File: src/rtl/avr_irq_pkg.sv
// Shared constants for the AVR interrupt controller:
// register offsets, CTRL bit positions and FSM state encoding.
package avr_irq_pkg;

  localparam logic [1:0] REG_IE   = 2'd0;
  localparam logic [1:0] REG_IP   = 2'd1;
  localparam logic [1:0] REG_CTRL = 2'd2;

  localparam int CTRL_GIE    = 7;
  localparam int CTRL_EOI    = 6;
  localparam int CTRL_ACTIVE = 3;

  localparam logic [1:0] ST_IDLE   = 2'd0;
  localparam logic [1:0] ST_REQ    = 2'd1;
  localparam logic [1:0] ST_ACTIVE = 2'd2;

endpackage

File: src/rtl/avr_irq_prio_enc.sv
// Lowest-index priority encoder.
// req_i: request vector; idx_o: lowest set index; valid_o: any set.
module avr_irq_prio_enc #(
  parameter int NSRC = 8,
  parameter int VECW = 3
) (
  input  logic [NSRC-1:0] req_i,
  output logic [VECW-1:0] idx_o,
  output logic            valid_o
);

  // Scan downward so the lowest set index is written last.
  always_comb begin
    idx_o = '0;
    for (int i = NSRC - 1; i >= 0; i--) begin
      if (req_i[i]) idx_o = VECW'(i);
    end
  end

  assign valid_o = |req_i;

endmodule

File: src/rtl/avr_irq_ctrl.sv
// Interrupt controller for the soft AVR core: edge-latched
// sources, IE mask, priority select, req/ack/EOI sequencing.
// Ports: clk/rst (sync, active-high); io_re/io_we/io_a/io_di/
// io_do I/O bus; irq_src peripheral lines; irq/irq_vec/irq_ack
// core interface.
module avr_irq_ctrl
  import avr_irq_pkg::*;
#(
  parameter int NSRC = 8,
  parameter int VECW = 3
) (
  input  logic            clk,
  input  logic            rst,
  input  logic            io_re,
  input  logic            io_we,
  input  logic [1:0]      io_a,
  input  logic [7:0]      io_di,
  output logic [7:0]      io_do,
  input  logic [NSRC-1:0] irq_src,
  output logic            irq,
  output logic [VECW-1:0] irq_vec,
  input  logic            irq_ack
);

  logic [NSRC-1:0] ie_q, ie_d;
  logic [NSRC-1:0] ip_q, ip_d;
  logic [NSRC-1:0] src_q;
  logic            gie_q, gie_d;
  logic [1:0]      st_q, st_d;
  logic [VECW-1:0] vec_q, vec_d;

  logic [NSRC-1:0] rise;
  logic [NSRC-1:0] elig;
  logic [NSRC-1:0] sel;
  logic [NSRC-1:0] w1c;
  logic [NSRC-1:0] ack_clr;
  logic [VECW-1:0] win;
  logic            win_v;
  logic            wr_ie, wr_ip, wr_ctrl;
  logic            eoi;
  logic            ack_hit;
  logic            cur_ip, cur_ie;
  logic [7:0]      vec8;
  logic [7:0]      ctrl_rd;

  assign rise    = irq_src & ~src_q;
  assign elig    = ip_q & ie_q;
  assign wr_ie   = io_we && (io_a == REG_IE);
  assign wr_ip   = io_we && (io_a == REG_IP);
  assign wr_ctrl = io_we && (io_a == REG_CTRL);
  assign eoi     = wr_ctrl && io_di[CTRL_EOI];

  avr_irq_prio_enc #(
    .NSRC (NSRC),
    .VECW (VECW)
  ) u_enc (
    .req_i   (elig),
    .idx_o   (win),
    .valid_o (win_v)
  );

  // One-hot of the presented vector.
  always_comb begin
    sel = '0;
    for (int i = 0; i < NSRC; i++) begin
      sel[i] = (vec_q == VECW'(i));
    end
  end

  assign cur_ip  = |(ip_q & sel);
  assign cur_ie  = |(ie_q & sel);
  assign ack_hit = (st_q == ST_REQ) && irq_ack;
  assign w1c     = wr_ip ? io_di[NSRC-1:0] : '0;
  assign ack_clr = ack_hit ? sel : '0;

  // Edge set is OR-ed last so it beats both clears.
  assign ip_d  = (ip_q & ~(w1c | ack_clr)) | rise;
  assign ie_d  = wr_ie ? io_di[NSRC-1:0] : ie_q;
  assign gie_d = wr_ctrl ? io_di[CTRL_GIE] : gie_q;

  always_comb begin
    st_d  = st_q;
    vec_d = vec_q;
    unique case (st_q)
      ST_IDLE: begin
        if (gie_q && win_v) begin
          vec_d = win;
          st_d  = ST_REQ;
        end
      end
      ST_REQ: begin
        if (irq_ack) begin
          st_d = ST_ACTIVE;
        end else if (!cur_ip || !cur_ie || !gie_q) begin
          st_d = ST_IDLE;
        end
      end
      ST_ACTIVE: begin
        if (eoi) st_d = ST_IDLE;
      end
      default: st_d = ST_IDLE;
    endcase
  end

  always_ff @(posedge clk) begin
    if (rst) begin
      ie_q  <= '0;
      ip_q  <= '0;
      src_q <= '0;
      gie_q <= 1'b0;
      st_q  <= ST_IDLE;
      vec_q <= '0;
    end else begin
      ie_q  <= ie_d;
      ip_q  <= ip_d;
      src_q <= irq_src;
      gie_q <= gie_d;
      st_q  <= st_d;
      vec_q <= vec_d;
    end
  end

  assign irq     = (st_q == ST_REQ);
  assign irq_vec = vec_q;

  assign vec8    = 8'(vec_q);
  assign ctrl_rd = {gie_q, 3'b000,
                    st_q == ST_ACTIVE, vec8[2:0]};

  always_comb begin
    io_do = 8'h00;
    if (io_re) begin
      case (io_a)
        REG_IE:   io_do = 8'(ie_q);
        REG_IP:   io_do = 8'(ip_q);
        REG_CTRL: io_do = ctrl_rd;
        default:  io_do = 8'h00;
      endcase
    end
  end

endmodule

File: config.mk
export PLATFORM = sky130hd
export DESIGN_NAME = avr_irq_ctrl
export DESIGN_NICKNAME = d
export VERILOG_FILES = /design/src/rtl/avr_irq_pkg.sv /design/src/rtl/avr_irq_prio_enc.sv /design/src/rtl/avr_irq_ctrl.sv
export SDC_FILE = /design/constraint.sdc
export NUM_CORES = 1
export LEC_CHECK = 0
export CORE_MARGIN = 2
export CORE_UTILIZATION = 35
export CTS_CLUSTER_DIAMETER = 30
export DETAILED_ROUTE_END_ITERATION = 7
export DONT_BUFFER_PORTS = 1
export PLACE_DENSITY_LB_ADDON = 0.08
export SLEW_MARGIN = 40
export SYNTH_ARGS = -nofsm -noshare
export SYNTH_HDL_FRONTEND = slang
export SYNTH_SLANG_ARGS = --single-unit
File: constraint.sdc
create_clock -name clk -period 2.1 [get_ports clk]
set_input_delay 0.525 -clock clk [delete_from_list [all_inputs] [get_ports clk]]
set_output_delay 0.525 -clock clk [all_outputs]
set_load 0.05 [all_outputs]
==> out/metrics.cfg <==
[run_status]
outcome = finished, final reports clean

[setup_path]
r2r-end = st_q[0]$_SDFFE_PP0P_
critical_path_class = input port to output port
cp.required_ps = 1570
endpoint = io_do[3]
cp-end-kind = output port
cp_max_fo = 11
r2r_slack_ps = 540
cp-startpoint = io_a[0]
cp.arrival_ps = 1420
worstReg2RegStart = irq_vec[2]$_SDFFE_PP0P_
startpoint_type = input port
worstRegToRegCells = 5

[finish]
n_antenna_cell = 0
seq_area_um2 = 601
layout-drive-gt1-share = 0.136
multi_input_area_um2 = 930
syn_to_final_growth_pct = 17.2
final_nets = 221
nFillCells = 454

[clocking]
cts_inserted_buffers = 5
tritoncts = yes
post_cts_resize_count = 0
insertion_delay_ps = 280
cts_max_path_buffers = 2
cts_root_buf = clkbuf_8
htreeDepth = 2
clkSinkCount = 30
holdBufCountCts = 0
post_cts.repair.setup_buffers = 0
clk_pin_slew_ps = 60

[routing]
wirelength_um = 4350
viasPerCell = 5.73
first_pass_iters = 4
routed-via-count = 1438
ant_nets = 0
drc_errors = 0
post_drt_wl_per_cell_um = 17.3
drt-initial-drc-count = 74

[global_route]
met1_usage = 0.229
met3_usage = 0.0577
grt_use_total = 0.179
grt_pass1_vias = 1396
grt_use_met2 = 0.291
grt_overflow = 0
busiest_layer = met2
grt_first_pass_wirelength_um = 7170
grt_max_degree = 21
grt_antenna_before_repair = 0

[sta]
min_period_over_period = 0.926
slew_viol_final = 0
clock_skew_ps = 3.75
tightest_slew_ps = 451
hold_violations = 0
maxSlewHeadroom = 0.699
max_freq_mhz = 514
finalSetupViolations = 0
fin_tns_setup_ps = 0
period_minus_slack_ps = 1940
rsz0062_at_grt = no

[pwr]
vdd_ir_drop_max_mv = 0.405
leakage_uw = 0.000749
power_density_nw_per_um2 = 666
total_power_uw = 1260

[logic_synthesis]
ys_warn_count = 0
syn_area_um2 = 1610
async_reset_ff_frac = 0
syn_inst = 187
synth_edf_count = 0
yosysSeqAreaShare = 0.373
synth-seq-cells = 30
syn_area_per_cell_um2 = 8.62
synth_nets = 210
synthFlopType = dfxtp_1
ys_types = 39

[floorplanning]
start_util = 0.368
core_um2 = 4380
io_pins = 35
die_h_um = 71.9
rows = 24
die_w_um = 71.9
dieArea_um2 = 5160

[flow_run]
cap_violations = 0

[hold_path]
holdCritPathClass = input port to register

[placed_design]
dp_hpwl_um = 3280
routabilityCongestion = 0.893
port_buffers = 0

-- cell type report --
class / count / area share
Inverter: 8 / 0.0159
Clock inverter: 2 / 0.00663
Sequential cell: 30 / 0.318
Multi-Input combinational cell: 139 / 0.492
Timing Repair Buffer: 14 / 0.0888
Clock buffer: 6 / 0.0437
Tap cell: 52 / 0.0345
-- routing by layer --
metal  up-vias  part of all wire
met2        56              0.48
met5         -                 0
met1       689              0.43
li1        687                 -
met3         6             0.072
met4         0             0.011
-- layout by cell type (no fill, tap or decap), types with 4 or more instances in the layout --
cell type  netlist  routed
inv_1            8       8
o21ai_0          4       4
nor2_1          18      18
and2_1           5       5
nand2_1         27      27
clkbuf_8         0       6
dfxtp_1         30      30
mux2i_1         20      20
buf_4            0       9
a21oi_1          4       4
nor2b_1         12      12
buf_12           0       5
a22oi_1          5       5
-- cells in the mapped netlist, types with 4 or more instances --
cell      instances  area, um2
dfxtp_1          30        601
nand2_1          27        101
mux2i_1          20        200
nor2_1           18       67.6
nor2b_1          12       75.1
inv_1             8       30.0
a22oi_1           5       37.5
and2_1            5       31.3
buf_2             5       25.0
a21oi_1           4       20.0
clkbuf_1          4       15.0
o21ai_0           4       20.0
-- through the flow --
stage,instances,utilization,hold slack [ps],area (um2),worst slack [ps]
after floorplan,187,-,389,1610,59.8
after global placement,243,0.409,394,1790,193
after detailed placement,243,0.409,399,1790,156
after CTS,251,0.431,300,1890,153
after global routing,251,0.431,291,1890,83.1
final,251,0.431,309,1890,156
-- kinds of logic (layout without fill, tap and decap cells) --
family	count (synthesis)	count (layout)	share of synthesized area
simple gates	75	75	0.224
buf+inv	18	30	0.0505
mux	24	24	0.159
flops	30	30	0.373
compound gates	40	40	0.194
-- critical path: stages --
cell and delay, ps:
and2b_1 330, nand2_1 90, o22ai_1 150, and2_1 190, buf_12 140
-- how the worst min path moves through the flow --
stage,startpoint,to,slack [ps],cells past startpoint
after floorplan,src_q[0]$_SDFF_PP0_,ip_q[0]$_SDFF_PP0_,390,1
after global placement,src_q[0]$_SDFF_PP0_,ip_q[0]$_SDFF_PP0_,390,1
after detailed placement,src_q[2]$_SDFF_PP0_,ip_q[2]$_SDFF_PP0_,400,1
after CTS,rst,ie_q[3]$_SDFFE_PP0P_,300,1
after global routing,rst,ie_q[1]$_SDFFE_PP0P_,290,1
final,rst,ie_q[0]$_SDFFE_PP0P_,310,1
-- report_power, final --
part           total, uW  leakage, uW  switching [uW]  internal, uW
clock                484    0.0000472             221           263
combinational        138     0.000455            70.4          68.1
sequential           636     0.000247            36.4           599
total               1260     0.000749             328           930
-- state kept, by name (all words and copies together), names as in the netlist --
signal	cells
ie_q	8
ip_q	8
src_q	8
irq_vec	3
st_q	2
gie_q	1
No activity file was read; power rests on OpenSTA's default activity.
